[config.mk]
export PLATFORM = sky130hd
export DESIGN_NAME = axis_frame_receiver_flat
export DESIGN_NICKNAME = d
export VERILOG_FILES = /design/src/rtl/axis_frame_receiver_if.sv /design/src/rtl/axis_frame_receiver.sv /design/src/flat_wrapper.sv
export SDC_FILE = /design/constraint.sdc
export NUM_CORES = 1
export LEC_CHECK = 0
export CORE_ASPECT_RATIO = 0.8
export CORE_UTILIZATION = 40
export DETAILED_ROUTE_END_ITERATION = 7
export PLACE_DENSITY = 0.81
export SYNTH_ARGS = -nofsm -noshare
export SYNTH_HDL_FRONTEND = slang
export SYNTH_SLANG_ARGS = --single-unit
[constraint.sdc]
create_clock -name aclk -period 2.7 [get_ports aclk]
set_input_delay 0.405 -clock aclk [delete_from_list [all_inputs] [get_ports aclk]]
set_output_delay 0.405 -clock aclk [all_outputs]
set_load 0.02 [all_outputs]
[src/rtl/axis_frame_receiver_if.sv]
// Bundles the AXI4-Stream pixel input, the framebuffer write port and the
// frame status outputs of axis_frame_receiver.
//   slave  : receiver side (consumes the stream, drives writes and status)
//   master : environment side (produces the stream, accepts writes)
interface axis_frame_receiver_if #(
    parameter int ADDR_W = 9
);
    logic [31:0]       s_axis_tdata;
    logic              s_axis_tvalid;
    logic              s_axis_tready;
    logic              s_axis_tlast;
    logic              wr_en;
    logic [ADDR_W-1:0] wr_addr;
    logic [31:0]       wr_data;
    logic              wr_ready;
    logic              frame_done;
    logic              err_early_last;
    logic              err_missing_last;
    logic [15:0]       frame_count;

    modport slave (
        input  s_axis_tdata, s_axis_tvalid, s_axis_tlast, wr_ready,
        output s_axis_tready, wr_en, wr_addr, wr_data,
               frame_done, err_early_last, err_missing_last, frame_count
    );

    modport master (
        output s_axis_tdata, s_axis_tvalid, s_axis_tlast, wr_ready,
        input  s_axis_tready, wr_en, wr_addr, wr_data,
               frame_done, err_early_last, err_missing_last, frame_count
    );
endinterface

[src/rtl/axis_frame_receiver.sv]
// Receives a raster-ordered pixel stream and turns each accepted beat into a
// single framebuffer write at linear address y*WIDTH+x. Flags frames whose
// tlast does not line up with the final pixel position.
// Ports:
//   aclk    : clock
//   areset  : asynchronous active-high reset
//   bus     : stream input, write request port and status (slave modport)
//
// state | meaning
// IDLE  | one cycle after reset before accepting pixels
// RECV  | accepting pixels, issuing writes
// DRAIN | frame complete, waiting for the last write to be taken
module axis_frame_receiver #(
    parameter int WIDTH  = 20,
    parameter int HEIGHT = 20,
    parameter int ADDR_W = 9
) (
    input logic                   aclk,
    input logic                   areset,
    axis_frame_receiver_if.slave  bus
);
    localparam int XW = (WIDTH > 1) ? $clog2(WIDTH) : 1;
    localparam int YW = (HEIGHT > 1) ? $clog2(HEIGHT) : 1;
    localparam logic [ADDR_W-1:0] LAST_IDX = ADDR_W'(WIDTH * HEIGHT - 1);
    localparam logic [XW-1:0]     LAST_X   = XW'(WIDTH - 1);

    typedef enum logic [1:0] {IDLE, RECV, DRAIN} state_t;

    state_t            state_q, state_d;
    logic [XW-1:0]     x_q, x_d;
    logic [YW-1:0]     y_q, y_d;
    logic [ADDR_W-1:0] idx_q, idx_d;
    logic              wr_en_q, wr_en_d;
    logic [ADDR_W-1:0] wr_addr_q, wr_addr_d;
    logic [31:0]       wr_data_q, wr_data_d;
    logic              frame_done_q, frame_done_d;
    logic              err_early_q, err_early_d;
    logic              err_missing_q, err_missing_d;
    logic [15:0]       frame_count_q, frame_count_d;

    logic tready;
    logic accept;
    logic last_pos;

    always_comb begin
        // Ready only when the output register is free or being emptied this
        // cycle, which lets a new beat replace a completing write.
        tready   = (state_q == RECV) && (!wr_en_q || bus.wr_ready);
        accept   = bus.s_axis_tvalid && tready;
        last_pos = (idx_q == LAST_IDX);

        state_d       = state_q;
        x_d           = x_q;
        y_d           = y_q;
        idx_d         = idx_q;
        wr_en_d       = wr_en_q;
        wr_addr_d     = wr_addr_q;
        wr_data_d     = wr_data_q;
        frame_done_d  = 1'b0;
        err_early_d   = 1'b0;
        err_missing_d = 1'b0;
        frame_count_d = frame_count_q;

        if (wr_en_q && bus.wr_ready) begin
            wr_en_d = 1'b0;
        end

        case (state_q)
            IDLE: begin
                state_d = RECV;
            end
            RECV: begin
                if (accept) begin
                    wr_en_d   = 1'b1;
                    wr_addr_d = idx_q;
                    wr_data_d = bus.s_axis_tdata;
                    if (last_pos || bus.s_axis_tlast) begin
                        // Frame end or early tlast: either way restart the
                        // raster so the next beat lands at address 0.
                        x_d           = '0;
                        y_d           = '0;
                        idx_d         = '0;
                        err_missing_d = last_pos && !bus.s_axis_tlast;
                        err_early_d   = !last_pos && bus.s_axis_tlast;
                        if (last_pos) begin
                            state_d = DRAIN;
                        end
                    end else begin
                        idx_d = idx_q + ADDR_W'(1);
                        if (x_q == LAST_X) begin
                            x_d = '0;
                            y_d = y_q + YW'(1);
                        end else begin
                            x_d = x_q + XW'(1);
                        end
                    end
                end
            end
            DRAIN: begin
                if (!wr_en_q) begin
                    frame_done_d  = 1'b1;
                    frame_count_d = frame_count_q + 16'd1;
                    state_d       = RECV;
                end
            end
            default: begin
                state_d = IDLE;
            end
        endcase
    end

    always_ff @(posedge aclk or posedge areset) begin
        if (areset) begin
            state_q       <= IDLE;
            x_q           <= '0;
            y_q           <= '0;
            idx_q         <= '0;
            wr_en_q       <= 1'b0;
            wr_addr_q     <= '0;
            wr_data_q     <= '0;
            frame_done_q  <= 1'b0;
            err_early_q   <= 1'b0;
            err_missing_q <= 1'b0;
            frame_count_q <= '0;
        end else begin
            state_q       <= state_d;
            x_q           <= x_d;
            y_q           <= y_d;
            idx_q         <= idx_d;
            wr_en_q       <= wr_en_d;
            wr_addr_q     <= wr_addr_d;
            wr_data_q     <= wr_data_d;
            frame_done_q  <= frame_done_d;
            err_early_q   <= err_early_d;
            err_missing_q <= err_missing_d;
            frame_count_q <= frame_count_d;
        end
    end

    assign bus.s_axis_tready    = tready;
    assign bus.wr_en            = wr_en_q;
    assign bus.wr_addr          = wr_addr_q;
    assign bus.wr_data          = wr_data_q;
    assign bus.frame_done       = frame_done_q;
    assign bus.err_early_last   = err_early_q;
    assign bus.err_missing_last = err_missing_q;
    assign bus.frame_count      = frame_count_q;
endmodule

[src/flat_wrapper.sv]
// flat-port wrapper written by rule: the top's interface ports become plain ports
module axis_frame_receiver_flat 
#(
    parameter int WIDTH  = 20,
    parameter int HEIGHT = 20,
    parameter int ADDR_W = 9
)
  (aclk, areset, bus_s_axis_tdata, bus_s_axis_tvalid, bus_s_axis_tlast, bus_wr_ready, bus_s_axis_tready, bus_wr_en, bus_wr_addr, bus_wr_data, bus_frame_done, bus_err_early_last, bus_err_missing_last, bus_frame_count);
  axis_frame_receiver_if #(.ADDR_W(ADDR_W)) bus_i ();
  input logic aclk;
  input logic areset;
  input wire logic [$bits(bus_i.s_axis_tdata)-1:0] bus_s_axis_tdata;
  input wire logic [$bits(bus_i.s_axis_tvalid)-1:0] bus_s_axis_tvalid;
  input wire logic [$bits(bus_i.s_axis_tlast)-1:0] bus_s_axis_tlast;
  input wire logic [$bits(bus_i.wr_ready)-1:0] bus_wr_ready;
  output wire logic [$bits(bus_i.s_axis_tready)-1:0] bus_s_axis_tready;
  output wire logic [$bits(bus_i.wr_en)-1:0] bus_wr_en;
  output wire logic [$bits(bus_i.wr_addr)-1:0] bus_wr_addr;
  output wire logic [$bits(bus_i.wr_data)-1:0] bus_wr_data;
  output wire logic [$bits(bus_i.frame_done)-1:0] bus_frame_done;
  output wire logic [$bits(bus_i.err_early_last)-1:0] bus_err_early_last;
  output wire logic [$bits(bus_i.err_missing_last)-1:0] bus_err_missing_last;
  output wire logic [$bits(bus_i.frame_count)-1:0] bus_frame_count;
  assign bus_i.s_axis_tdata = bus_s_axis_tdata;
  assign bus_i.s_axis_tvalid = bus_s_axis_tvalid;
  assign bus_i.s_axis_tlast = bus_s_axis_tlast;
  assign bus_i.wr_ready = bus_wr_ready;
  assign bus_s_axis_tready = bus_i.s_axis_tready;
  assign bus_wr_en = bus_i.wr_en;
  assign bus_wr_addr = bus_i.wr_addr;
  assign bus_wr_data = bus_i.wr_data;
  assign bus_frame_done = bus_i.frame_done;
  assign bus_err_early_last = bus_i.err_early_last;
  assign bus_err_missing_last = bus_i.err_missing_last;
  assign bus_frame_count = bus_i.frame_count;
  axis_frame_receiver #(.WIDTH(WIDTH), .HEIGHT(HEIGHT), .ADDR_W(ADDR_W)) u_core (.aclk(aclk), .areset(areset), .bus(bus_i));
endmodule
==> results.cfg <==
[cells_and_area]
areaGrowthSynthToFinish_pct = 44.9
layout-drive-gt1-share_pct = 6.05
n_antenna_cell = 0
finalNetCount = 448

[route]
routed_wirelength_um = 6830
met3WireLength_um = 514
drt_iter0_drc = 96
viasPerCell = 4.86
ant_nets = 0
drc_errors = 10
firstDrtPassIters = 8
wl_per_cell_um = 13.7
highest_layer = met4
routed-wl-met2_um = 3240
drt-met1-wl_um = 3010
num_vias = 2432

[clock_tree]
cts-resized-gates = 0
root_buffer = clkbuf_8
cts_buffers = 9
cts.path.max_buffers = 2
post_cts_buffers = 0
ctsHoldBuffers = 0
cts_tree = done
cts.sinks = 72
clk_pin_slew_ns = 0.07
clock_latency_ns = 0.34
h-tree-depth = 3

[synthesis]
synth-seq-cells = 72
syn_nets = 345
syn_area_mm2 = 0.00297
synth_fa_ha_area_share_pct = 0.843
synth_compound_area_share_pct = 2.32
yosys_warnings = 0
synthFlopType = dfrtp_1
synth_xor_area_share_pct = 5.90
yosys.area_share.simple_pct = 27.4
netlist_instances = 306
ys_seq_area_share_pct = 60.7
muxShareOfSynthArea_pct = 0
syn_area_per_cell_um2 = 9.70
synth-edff-count = 0
async_reset_ff_share_pct = 100
synth_top_family_by_area = simple AND/OR/NAND/NOR gates
yosysUniqueCellTypes = 29

[global_routing]
grt_pass1_vias = 2424
grt_pass1_wl_um = 11600
grt_max_degree = 42
grt_remaining_overflow = 0
track_usage_pct = 19.4
antenna_found_initial = 0

[die]
dieArea_mm2 = 0.00777
fp.dieW_um = 98.3
die_h_um = 79.1
start_util_pct = 42.3
rows = 27
pin_count = 99
coreArea_mm2 = 0.00703

[status]
outcome = finished with violations
violations = design-rule violations

[critical_path]
required_ns = 2.30
worstPathArrival_ns = 2.05
ff2ff_setup_slack_ns = 0.77
crit_path_start_kind = input port
r2r_start = u_core.bus.wr_en
crit_fanout = 10
path_cells = clkdlybuf4s50_1, nor2b_1, nor3_1, clkdlybuf4s50_1
slowest_stage = clkdlybuf4s50_1
critPathKind = in -> out
r2r_end = u_core.bus.wr_addr[3]
critPathTopFamily = buffers and inverters
cp-end-kind = output pin
path_buf_inv = 2
r2r_cells = 4
path_common_cell = clkdlybuf4s50_1
slowest_delay_ns = 0.58

[placement]
port_buffers = 98
routabilityCongestion = 0.818
pre_cts_slack_ns = 0.243
dp_hpwl_um = 4820

[sta]
final.setup.tns_ns = 0
maxSlewViolCount = 0
worstMarginPinSlew_ns = 0.875
fin_skew_ns = 0.00759
rsz0062_at_grt = false
fin_crit_sh_pct = 90.8
slew_headroom_pct = 41.6
setup_viol = 0
hold_violations = 0
fin_ws_ns = 0.248
fmax_mhz = 408
min_period_ns = 2.45

[power]
switching_share_pct = 25.9
vdd_ir_drop_max_uv = 321
seqPwrFrac_pct = 45.2
p_int_w = 0.00200
power_frac_comb_pct = 17.7
pwr-share-clk_pct = 37.1
p_per_area_mw_per_mm2 = 628
leakagePower_nw = 2.05
p_sw_w = 0.000700

[hold_path]
hold_start = u_core.bus.wr_data[8]
hold_path_class = reg -> reg
hold_path_end = u_core.bus.wr_data[8]
whs_path_depth = 2

[run]
drv_cap = 0
-- layout make-up --
cell class | count | area (um^2)
clock buffer | 10 | 128
clock inverter | 5 | 106
tap | 87 | 109
sequential | 72 | 1800
multi-input combinational | 217 | 1090
timing repair buffer | 103 | 1040
inverter | 6 | 22.5
fill | 600 | 2730
-- cells by family after synthesis --
group / count (synthesis)
compound gates: 11
simple gates: 184
flops: 72
fa+ha+maj: 2
buf+inv: 17
xor+xnor: 20
-- worst max-delay path by stage --
stage	startpoint	endpoint	slack [ns]	cells after the start
final	bus_wr_ready	bus_s_axis_tready	0.25	4
after global routing	u_core.bus.wr_en	bus_s_axis_tready	0.09	3
after CTS	bus_wr_ready	bus_s_axis_tready	0.24	4
after detailed placement	bus_wr_ready	bus_s_axis_tready	0.24	4
after global placement	bus_wr_ready	bus_s_axis_tready	0.24	4
after floorplan	areset	u_core.bus.err_early_last	0.47	1
-- registers in the layout, summed over array words and instances, names as in the netlist --
| signal | count |
|---|---|
| u_core.bus.frame_count | 16 |
| u_core.bus.frame_done | 1 |
| u_core.bus.wr_addr | 9 |
| u_core.bus.wr_en | 1 |
| u_core.idx_q | 9 |
| u_core.bus.err_early_last | 1 |
| u_core.state_q | 2 |
| u_core.bus.err_missing_last | 1 |
| u_core.bus.wr_data | 32 |
-- layout by cell type (no fill, tap or decap), types with 5 or more instances in the layout --
| cell type | count |
|---|---|
| clkbuf_8 | 9 |
| clkdlybuf4s50_1 | 98 |
| dfrtp_1 | 72 |
| inv_1 | 5 |
| nand2_1 | 133 |
| nand3_1 | 9 |
| nand4_1 | 7 |
| nor2_1 | 11 |
| nor4_1 | 5 |
| o21ai_0 | 6 |
| xnor2_1 | 16 |
-- power groups by stage --
stage | sequential (W) | combinational, W | clock, W
finish | 0.00122 | 0.000477 | 0.00100
global route | 0.00124 | 0.000522 | 0.00108
CTS | 0.00122 | 0.000485 | 0.00103
detailed placement | 0.00124 | 0.000483 | 0
global placement | 0.00124 | 0.000470 | 0
floorplan | 0.00133 | 0.000128 | 0
-- worst reg2reg max path: cells and delay by family, from the launching register on --
kind | cells | cell delay (ns)
simple gates | 2 | 1.01
flops | 1 | 0.40
buf+inv | 1 | 0.29
compound gates | 1 | 0.11
-- cells in the mapped netlist, drive strengths merged (2+ instances only) --
library cell | instances | area share [%]
and3 | 2 | 0.42
and4 | 2 | 0.59
buf | 11 | 2.1
dfrtp | 72 | 61
ha | 2 | 0.84
inv | 6 | 0.76
nand2 | 133 | 17
nand2b | 2 | 0.42
nand3 | 9 | 1.5
nand4 | 7 | 1.5
nor2 | 12 | 1.5
nor2b | 2 | 0.42
nor3 | 3 | 0.51
nor4 | 7 | 2.5
o21ai | 6 | 1.0
or2 | 2 | 0.42
xnor2 | 16 | 4.7
xor2 | 4 | 1.2
-- per-layer routing --
layer / track usage, % / vias to the layer above
met1: 24.5 / 1137
met5: 0 / -
li1: - / 1191
met3: 7.39 / 13
met4: 5.22 / 0
met2: 31.4 / 91
-- stage by stage --
step                util [%]  power (W)  std cells  instance area, um^2  hold slack [ns]
floorplan                  -    0.00146        306                 2970            0.478
global placement        57.9    0.00171        485                 4070            0.458
detailed placement      57.9    0.00173        485                 4070            0.462
CTS                     61.2    0.00273        500                 4300            0.482
global route            61.2    0.00284        500                 4300            0.503
finish                  61.2    0.00270        500                 4300            0.480
No activity file was read; power rests on OpenSTA's default activity.
